## config.mk

```make
export PLATFORM = sky130hd
export DESIGN_NAME = booth_multiplier_seq_flat
export DESIGN_NICKNAME = d
export VERILOG_FILES = /design/src/rtl/booth_multiplier_seq_if.sv /design/src/rtl/booth_multiplier_seq.sv /design/src/flat_wrapper.sv
export SDC_FILE = /design/constraint.sdc
export NUM_CORES = 1
export LEC_CHECK = 0
export CORE_MARGIN = 5
export CORE_UTILIZATION = 45
export CTS_CLUSTER_DIAMETER = 50
export DETAILED_ROUTE_END_ITERATION = 10
export DONT_BUFFER_PORTS = 1
export SLEW_MARGIN = 25
export SYNTH_ARGS = -nofsm -noshare
export SYNTH_HDL_FRONTEND = slang
export SYNTH_SLANG_ARGS = --single-unit
export TNS_END_PERCENT = 10
```

## constraint.sdc

```tcl
create_clock -name clock -period 3.2 [get_ports clock]
set_input_delay 0.64 -clock clock [delete_from_list [all_inputs] [get_ports clock]]
set_output_delay 0.64 -clock clock [all_outputs]
set_load 0.01 [all_outputs]
```

## src/rtl/booth_multiplier_seq_if.sv

```systemverilog
// ---------------------------------------------------------------------------
// booth_multiplier_seq_if
// Operand/result bundle between an operand source (master) and the
// sequential Booth multiplier (slave).
//
// Handshake: the master raises start with operands and signed_mode valid in
// the same cycle. The request is accepted on the first rising edge where
// busy is low. busy then stays high until the result cycle has passed. Any
// start seen while busy is high is dropped, not queued. done is a single-cycle
// pulse marking the cycle in which product first holds the new result.
// product keeps that value until the next done.
//
// Signals
//   start         master->slave  request
//   signed_mode   master->slave  1: two's complement operands, 0: unsigned
//   multiplicand  master->slave  operand A (WIDTH bits)
//   multiplier    master->slave  operand B (WIDTH bits)
//   busy          slave->master  operation in flight
//   done          slave->master  one-cycle result pulse
//   product       slave->master  2*WIDTH-bit result register
// ---------------------------------------------------------------------------
interface booth_multiplier_seq_if #(
  parameter int WIDTH = 8
);
  logic               start;
  logic               signed_mode;
  logic [WIDTH-1:0]   multiplicand;
  logic [WIDTH-1:0]   multiplier;
  logic               busy;
  logic               done;
  logic [2*WIDTH-1:0] product;

  modport master (
    output start, signed_mode, multiplicand, multiplier,
    input  busy, done, product
  );

  modport slave (
    input  start, signed_mode, multiplicand, multiplier,
    output busy, done, product
  );
endinterface

```

## src/rtl/booth_multiplier_seq.sv

```systemverilog
// ---------------------------------------------------------------------------
// booth_multiplier_seq
// Sequential radix-2 Booth multiplier. It performs one add/sub-and-shift step
// per clock and carries out WIDTH+1 steps per operation. Both signed and
// unsigned operands are supported, because each operand is extended by one
// bit before the steps begin.
//
// Ports
//   clock        in   rising-edge clock
//   reset        in   asynchronous active-high reset
//   bus          slave modport of booth_multiplier_seq_if (start/operands in,
//                busy/done/product out)
//   dbg_state_o  out  current FSM state (0 IDLE, 1 CALC, 2 DONE)
//
// Timing: a start accepted at edge t is followed by steps at edges
// t+1 .. t+WIDTH+1. The last step also loads product and enters DONE.
// Edge t+WIDTH+2 returns the FSM to IDLE.
// ---------------------------------------------------------------------------
module booth_multiplier_seq #(
  parameter int WIDTH = 8
) (
  input  logic                         clock,
  input  logic                         reset,
  booth_multiplier_seq_if.slave        bus,
  output logic [1:0]                   dbg_state_o
);

  typedef enum logic [1:0] {
    S_IDLE = 2'd0,
    S_CALC = 2'd1,
    S_DONE = 2'd2
  } state_e;

  // The counter must be able to hold WIDTH so that the final (WIDTH+1)th step
  // is recognised before any wrap.
  localparam int CW = $clog2(WIDTH + 1);
  localparam logic [CW-1:0] LAST_STEP = CW'(WIDTH);

  state_e             state_q, state_d;
  logic [WIDTH:0]     a_q, a_d;      // accumulator (extended width)
  logic [WIDTH:0]     q_q, q_d;      // multiplier / low product bits
  logic               qm1_q, qm1_d;  // Q_-1
  logic [WIDTH:0]     m_q, m_d;      // extended multiplicand
  logic [CW-1:0]      cnt_q, cnt_d;
  logic [2*WIDTH-1:0] product_q, product_d;

  // Booth step datapath
  logic [WIDTH:0] a_sum;
  logic [WIDTH:0] a_sh;
  logic [WIDTH:0] q_sh;
  logic           qm1_sh;

  always_comb begin
    a_sum = a_q;
    case ({q_q[0], qm1_q})
      2'b01:   a_sum = a_q + m_q;
      2'b10:   a_sum = a_q - m_q;
      default: a_sum = a_q;
    endcase
    // Arithmetic right shift of {A,Q,Q_-1}. The MSB of A is replicated.
    {a_sh, q_sh, qm1_sh} = {a_sum[WIDTH], a_sum, q_q};
  end

  always_ff @(posedge clock or posedge reset) begin
    if (reset) begin
      state_q   <= S_IDLE;
      a_q       <= '0;
      q_q       <= '0;
      qm1_q     <= 1'b0;
      m_q       <= '0;
      cnt_q     <= '0;
      product_q <= '0;
    end else begin
      state_q   <= state_d;
      a_q       <= a_d;
      q_q       <= q_d;
      qm1_q     <= qm1_d;
      m_q       <= m_d;
      cnt_q     <= cnt_d;
      product_q <= product_d;
    end
  end

  always_comb begin
    state_d   = state_q;
    a_d       = a_q;
    q_d       = q_q;
    qm1_d     = qm1_q;
    m_d       = m_q;
    cnt_d     = cnt_q;
    product_d = product_q;

    case (state_q)
      S_IDLE: begin
        if (bus.start) begin
          // Extend each operand by one bit. In signed mode the sign bit is
          // copied; in unsigned mode a zero is added, so the operand stays
          // positive.
          m_d     = {bus.signed_mode & bus.multiplicand[WIDTH-1], bus.multiplicand};
          q_d     = {bus.signed_mode & bus.multiplier[WIDTH-1], bus.multiplier};
          a_d     = '0;
          qm1_d   = 1'b0;
          cnt_d   = '0;
          state_d = S_CALC;
        end
      end
      S_CALC: begin
        a_d   = a_sh;
        q_d   = q_sh;
        qm1_d = qm1_sh;
        cnt_d = cnt_q + CW'(1);
        if (cnt_q == LAST_STEP) begin
          // The full {A,Q} result is 2*WIDTH+2 bits. Only the low 2*WIDTH bits
          // are kept; they are exact for both signed and unsigned operands.
          product_d = {a_sh[WIDTH-2:0], q_sh};
          state_d   = S_DONE;
        end
      end
      S_DONE: begin
        state_d = S_IDLE;
      end
      default: begin
        state_d = S_IDLE;
      end
    endcase
  end

  assign bus.busy     = (state_q != S_IDLE);
  assign bus.done     = (state_q == S_DONE);
  assign bus.product  = product_q;
  assign dbg_state_o  = state_q;

endmodule

```

## src/flat_wrapper.sv

```systemverilog
// flat-port wrapper written by rule: the top's interface ports become plain ports
module booth_multiplier_seq_flat 
#(
  parameter int WIDTH = 8
)
  (clock, reset, dbg_state_o, bus_start, bus_signed_mode, bus_multiplicand, bus_multiplier, bus_busy, bus_done, bus_product);
  booth_multiplier_seq_if #(.WIDTH(WIDTH)) bus_i ();
  input  logic clock;
  input  logic reset;
  output logic [1:0] dbg_state_o;
  input wire logic [$bits(bus_i.start)-1:0] bus_start;
  input wire logic [$bits(bus_i.signed_mode)-1:0] bus_signed_mode;
  input wire logic [$bits(bus_i.multiplicand)-1:0] bus_multiplicand;
  input wire logic [$bits(bus_i.multiplier)-1:0] bus_multiplier;
  output wire logic [$bits(bus_i.busy)-1:0] bus_busy;
  output wire logic [$bits(bus_i.done)-1:0] bus_done;
  output wire logic [$bits(bus_i.product)-1:0] bus_product;
  assign bus_i.start = bus_start;
  assign bus_i.signed_mode = bus_signed_mode;
  assign bus_i.multiplicand = bus_multiplicand;
  assign bus_i.multiplier = bus_multiplier;
  assign bus_busy = bus_i.busy;
  assign bus_done = bus_i.done;
  assign bus_product = bus_i.product;
  booth_multiplier_seq #(.WIDTH(WIDTH)) u_core (.clock(clock), .reset(reset), .bus(bus_i), .dbg_state_o(dbg_state_o));
endmodule
```

==> impl_metrics.yaml, run 1 <==
status:
  run_status: "finished, final reports clean"
place:
  placement.cell_area_mm2: 0.00266
  port_buffers: 0
  place_ws_ps: 487
  gp_congestion: 0.876
  dpl.hpwl_um: 3980
die:
  ios: 40
  start_util: 0.468
  die_y_um: 86.1
  die_x_um: 86.1
  dieArea_mm2: 0.00742
  placementRows: 27
  core_area_mm2: 0.00557
logic_synthesis:
  ys_seq_area_frac: 0.470
  synth_nets: 334
  synth_compound_area_frac: 0.155
  syn_inst: 301
  synth.cell_area_mm2: 0.00261
  synth_simple_gate_area_frac: 0.219
  syn_area_per_cell_um2: 8.66
  synth.distinct_cells: 42
  synthXorXnorAreaFrac: 0.0369
  synth_seq_cells: 49
  yosysWarnings: 0
  synth_top_family_by_area: "simple AND/OR/NAND/NOR gates"
  synthMuxAreaShare: 0.00864
  synth_fa_ha_area_frac: 0.0653
detailed_routing:
  dr.pass1.iters: 4
  ant_nets: 0
  viasPerCell: 5.42
  drc: 0
  vias: 2005
  drt_first_iter_violations: 126
  finalWirelength_um: 5580
  wl_per_cell_um: 15.1
critical_path:
  startpoint: "u_core.qm1_q$_DFFE_PP0P_"
  path_cells: "inv_1, ha_1, mux2_1, inv_1, ha_1, nor2b_1, o21a_1, o21a_1, a2111oi_0, o21ai_1"
  cp-start-kind: "flop"
  cp_num_buf_inv: 2
  arrival_ps: 2900
  reg2reg_from: "u_core.qm1_q$_DFFE_PP0P_"
  slowest_delay_ps: 530
  end_kind: "flop"
  crit_fanout: 8
  cp.required_ps: 3370
  crit_type: "flop to flop"
  cp_top_family: "compound AO/OA/AOI/OAI gates"
  cpMaxStageDelayCell: "a2111oi_0"
timing:
  slew_violations: 0
  fin_hold_ws_ps: 354
  finalHoldViolCount: 0
  fmax_mhz: 366
  worst_slew_pin_slew_ps: 834
  tns_ps: 0
  min_period_ps: 2730
  setup_viol: 0
  rsz0062_at_grt: "no"
  period_share: 0.854
  fin_ws_ps: 467
  finalClockSkew_ps: 4.59
  slew_headroom: 0.443
layout:
  final_area_mm2: 0.00278
  fin_nets: 330
  layout_commonest_cell: "nand2_1"
  drive_gt1_frac: 0.0537
  area_growth_pct: 6.67
  final_cell_mix: "nand2_1, dfrtp_1, nor2_1"
  diodes: 0
global_routing:
  grt_max_degree: 50
  grt_pass1_vias: 1887
  antenna_found_initial: 0
  track_usage: 0.161
  grt_pass1_wl_um: 9490
  grt_overflow_total: 0
clocking:
  clkSinkCount: 49
  clock_latency_ps: 300
  cts_setup_buffers: 0
  clock_path_buffers: 2
  path_clk_slew_ps: 90
  cts_resized: 0
  cts_buffers: 5
  hold_buffers: 0
  cts_root_buffer: "clkbuf_8"
  cts_tree: "built"
  cts_max_level: 2
min_path:
  holdCritPathClass: "input port to asynchronous set/reset pin"
run:
  cap_violations: 0
[worst paths after layout]
kind                            cells past startpoint                           endpoint  slack [ps]
worst max register to register                     10          u_core.a_q[4]$_DFFE_PP0P_         470
worst min-delay path                                1  u_core.bus.product[7]$_DFFE_PP0P_         350
worst min register to register                      2          u_core.m_q[8]$_DFFE_PP0P_         490
max in group asynchronous                           1          u_core.m_q[7]$_DFFE_PP0P_        2350
min in group clock                                  2          u_core.m_q[4]$_DFFE_PP0P_         440
worst max-delay path                               10          u_core.a_q[4]$_DFFE_PP0P_         470
[cell usage after synthesis, drive strengths merged]
library cell   n  area (um2)
a2111oi        2        17.5
a211oi         1        7.51
a21o           1        7.51
a21oi         12        60.1
a221oi         1        8.76
a22o           1        8.76
a22oi          1        7.51
a31oi         11        68.8
a32o           1        10.0
a32oi          1        8.76
and2           2        12.5
and3           2        12.5
buf            4        26.3
clkbuf        12        45.0
dfrtp         49        1230
fa             1        20.0
ha            12         150
inv           12        45.0
mux2           2        22.5
nand2         77         289
nand2b         2        12.5
nand3          7        35.0
nor2          26        97.6
nor2b          5        31.3
nor3           7        35.0
nor3b          1        7.51
nor4           2        18.8
nor4b          1        8.76
nor4bb         1        10.0
o21a           3        22.5
o21ai         21         105
o311ai         1        8.76
o31a           2        17.5
o31ai          5        37.5
o41ai          1        8.76
xnor2          8        70.1
xor2           3        26.3
[stage by stage]
stage	instances	util
after floorplan	301	-
after global placement	362	0.478
after detailed placement	362	0.478
after CTS	370	0.499
after global routing	370	0.499
final	370	0.499
[logic make-up after synthesis]
kind of cell,Yosys count
buf+inv,28
simple gates,133
fa+ha+maj,13
xor+xnor,11
compound gates,65
mux,2
flops,49
[final cells by class]
cell class,instances,area [um2]
Sequential cell,49,1230
Timing Repair Buffer,5,37.5
Inverter,12,46.3
Clock inverter,1,30.0
Multi-Input combinational cell,224,1260
Clock buffer,7,86.3
Tap cell,72,90.1
Fill cell,536,2790
[metal layers]
metal,global-route usage,share of wire,vias to the layer above
met3,0.0365,0.044,2
met1,0.236,0.52,934
met4,0.0388,0.0052,0
met2,0.239,0.43,46
met5,0,0,-
li1,-,-,1023
[registers in the layout, indices dropped and copies added (netlist names)]
register / flops
u_core.cnt_q: 4
u_core.bus.product: 16
u_core.dbg_state_o: 2
u_core.qm1_q: 1
u_core.q_q: 9
u_core.m_q: 9
u_core.a_q: 8
Power of run 1 is left out: the tool's default activity adds up to more than one toggle a clock period on the data nets, which glitch-free logic cannot reach.
==> inputs of run 2 (changes only) <==
--- a/config.mk
+++ b/config.mk
@@ -6,7 +6,7 @@
 export NUM_CORES = 1
 export LEC_CHECK = 0
 export CORE_MARGIN = 5
-export CORE_UTILIZATION = 45
+export CORE_UTILIZATION = 38
 export CTS_CLUSTER_DIAMETER = 50
 export DETAILED_ROUTE_END_ITERATION = 10
 export DONT_BUFFER_PORTS = 1
==> run 2 against run 1 <==
  * Via count increased by 0.55%
  * Core utilization down 8.6 points
  * Setup slack improved by 13 ps
  * Count of clock-buffer cells in the layout unchanged
  * Fmax is 0.46% higher
  * First-iteration DRC count decreased by 7.9%
  * Hold slack worse by 84 ps
  * Cell area decreased by 0.14%
==> impl_metrics.yaml, run 2 (synthesis gave the netlist of run 1 again) <==
detailed_routing:
  viasPerCell: 5.33
  drc: 0
  ant_nets: 0
  finalWirelength_um: 5650
  drt_first_iter_violations: 116
  vias: 2016
  wl_per_cell_um: 15.0
  dr.pass1.iters: 4
clocking:
  path_clk_slew_ps: 90
  cts_root_buffer: "clkbuf_8"
  cts_tree: "built"
  clkSinkCount: 49
  hold_buffers: 0
  cts_max_level: 2
  cts_setup_buffers: 0
  clock_latency_ps: 300
  cts_buffers: 5
  cts_resized: 0
  clock_path_buffers: 2
place:
  gp_congestion: 0.845
  dpl.hpwl_um: 4080
  port_buffers: 0
  placed_cells: 370
  placement.cell_area_mm2: 0.00268
critical_path:
  cp-start-kind: "flop"
  arrival_ps: 2890
  regToRegSetupSlack_ps: 480
  startpoint: "u_core.qm1_q$_DFFE_PP0P_"
  rr_worst_depth: 10
  end_kind: "flop"
  cp.required_ps: 3370
  reg2reg_from: "u_core.qm1_q$_DFFE_PP0P_"
  crit_fanout: 8
  crit_type: "flop to flop"
  reg2reg_to: "u_core.bus.product[13]$_DFFE_PP0P_"
layout:
  diodes: 0
  final_cells: 378
  area_growth_pct: 6.53
  largest_reg_flops: 16
  drive_gt1_frac: 0.0570
  layout_commonest_cell: "nand2_1"
  fin_nets: 330
  final_cell_mix: "nand2_1, dfrtp_1, nor2_1"
  final_area_mm2: 0.00278
global_routing:
  track_usage: 0.137
  grt_overflow_total: 0
  grt_pass1_wl_um: 9550
  grt_max_degree: 50
  grt_pass1_vias: 1975
  antenna_found_initial: 0
timing:
  fmax_mhz: 368
  setup_viol: 0
  finalHoldViolCount: 0
  fin_hold_ws_ps: 270
  min_period_ps: 2720
  rsz0062_at_grt: "no"
  slew_headroom: 0.426
  tns_ps: 0
  slew_violations: 0
  period_share: 0.850
  worst_slew_pin_slew_ps: 861
  finalClockSkew_ps: 1.85
die:
  dieArea_mm2: 0.00862
  die_y_um: 92.8
  placementRows: 30
  die_x_um: 92.8
  core_area_mm2: 0.00672
  start_util: 0.388
  ios: 40
status:
  run_status: "finished, final reports clean"
run:
  cap_violations: 0
min_path:
  holdCritPathClass: "input port to asynchronous set/reset pin"
-- run 2: cell types whose count changed in the layout (fill, tap and decap cells not counted) --
cell       before  now
clkbuf_1        1    0
inv_4           0    1
clkbuf_8        6    7
bufinv_16       1    0
-- run 2: cell type report --
cell class                      count  area, um2
Multi-Input combinational cell    224       1260
Sequential cell                    49       1230
Timing Repair Buffer                5       37.5
Fill cell                         692       3940
Clock buffer                        7       96.3
Inverter                           12       47.5
Clock inverter                      1       5.00
Tap cell                           80        100
-- run 2: layer usage --
layer,wire length [um],global-route usage,share of wire
met3,253,0.0349,0.045
met1,2910,0.200,0.51
met5,0,0,0
met2,2450,0.202,0.43
met4,43,0.0366,0.0076
-- run 2: how the worst max path moves through the flow --
| stage | endpoint | slack [ps] |
|---|---|---|
| finish | u_core.bus.product[13]$_DFFE_PP0P_ | 480 |
| global route | u_core.bus.product[13]$_DFFE_PP0P_ | 190 |
| global placement | u_core.bus.product[13]$_DFFE_PP0P_ | 550 |
| floorplan | u_core.a_q[4]$_DFFE_PP0P_ | 610 |
| detailed placement | u_core.a_q[4]$_DFFE_PP0P_ | 500 |
| CTS | u_core.bus.product[13]$_DFFE_PP0P_ | 480 |
-- run 2: critical path: stages, from the launching register on --
cell       delay, ps
dfrtp_1          370
inv_1             70
ha_1             300
mux2_1           410
inv_1             70
ha_1             210
nor2b_1          130
o21a_1           170
o21a_1           220
a2111oi_0        540
o21ai_1          110
-- run 2: per-stage QoR --
step	util	setup slack [ps]
floorplan	-	611
global placement	0.398	549
detailed placement	0.398	499
CTS	0.413	483
global route	0.413	187
finish	0.413	479
Power of run 2 is left out for the same reason.
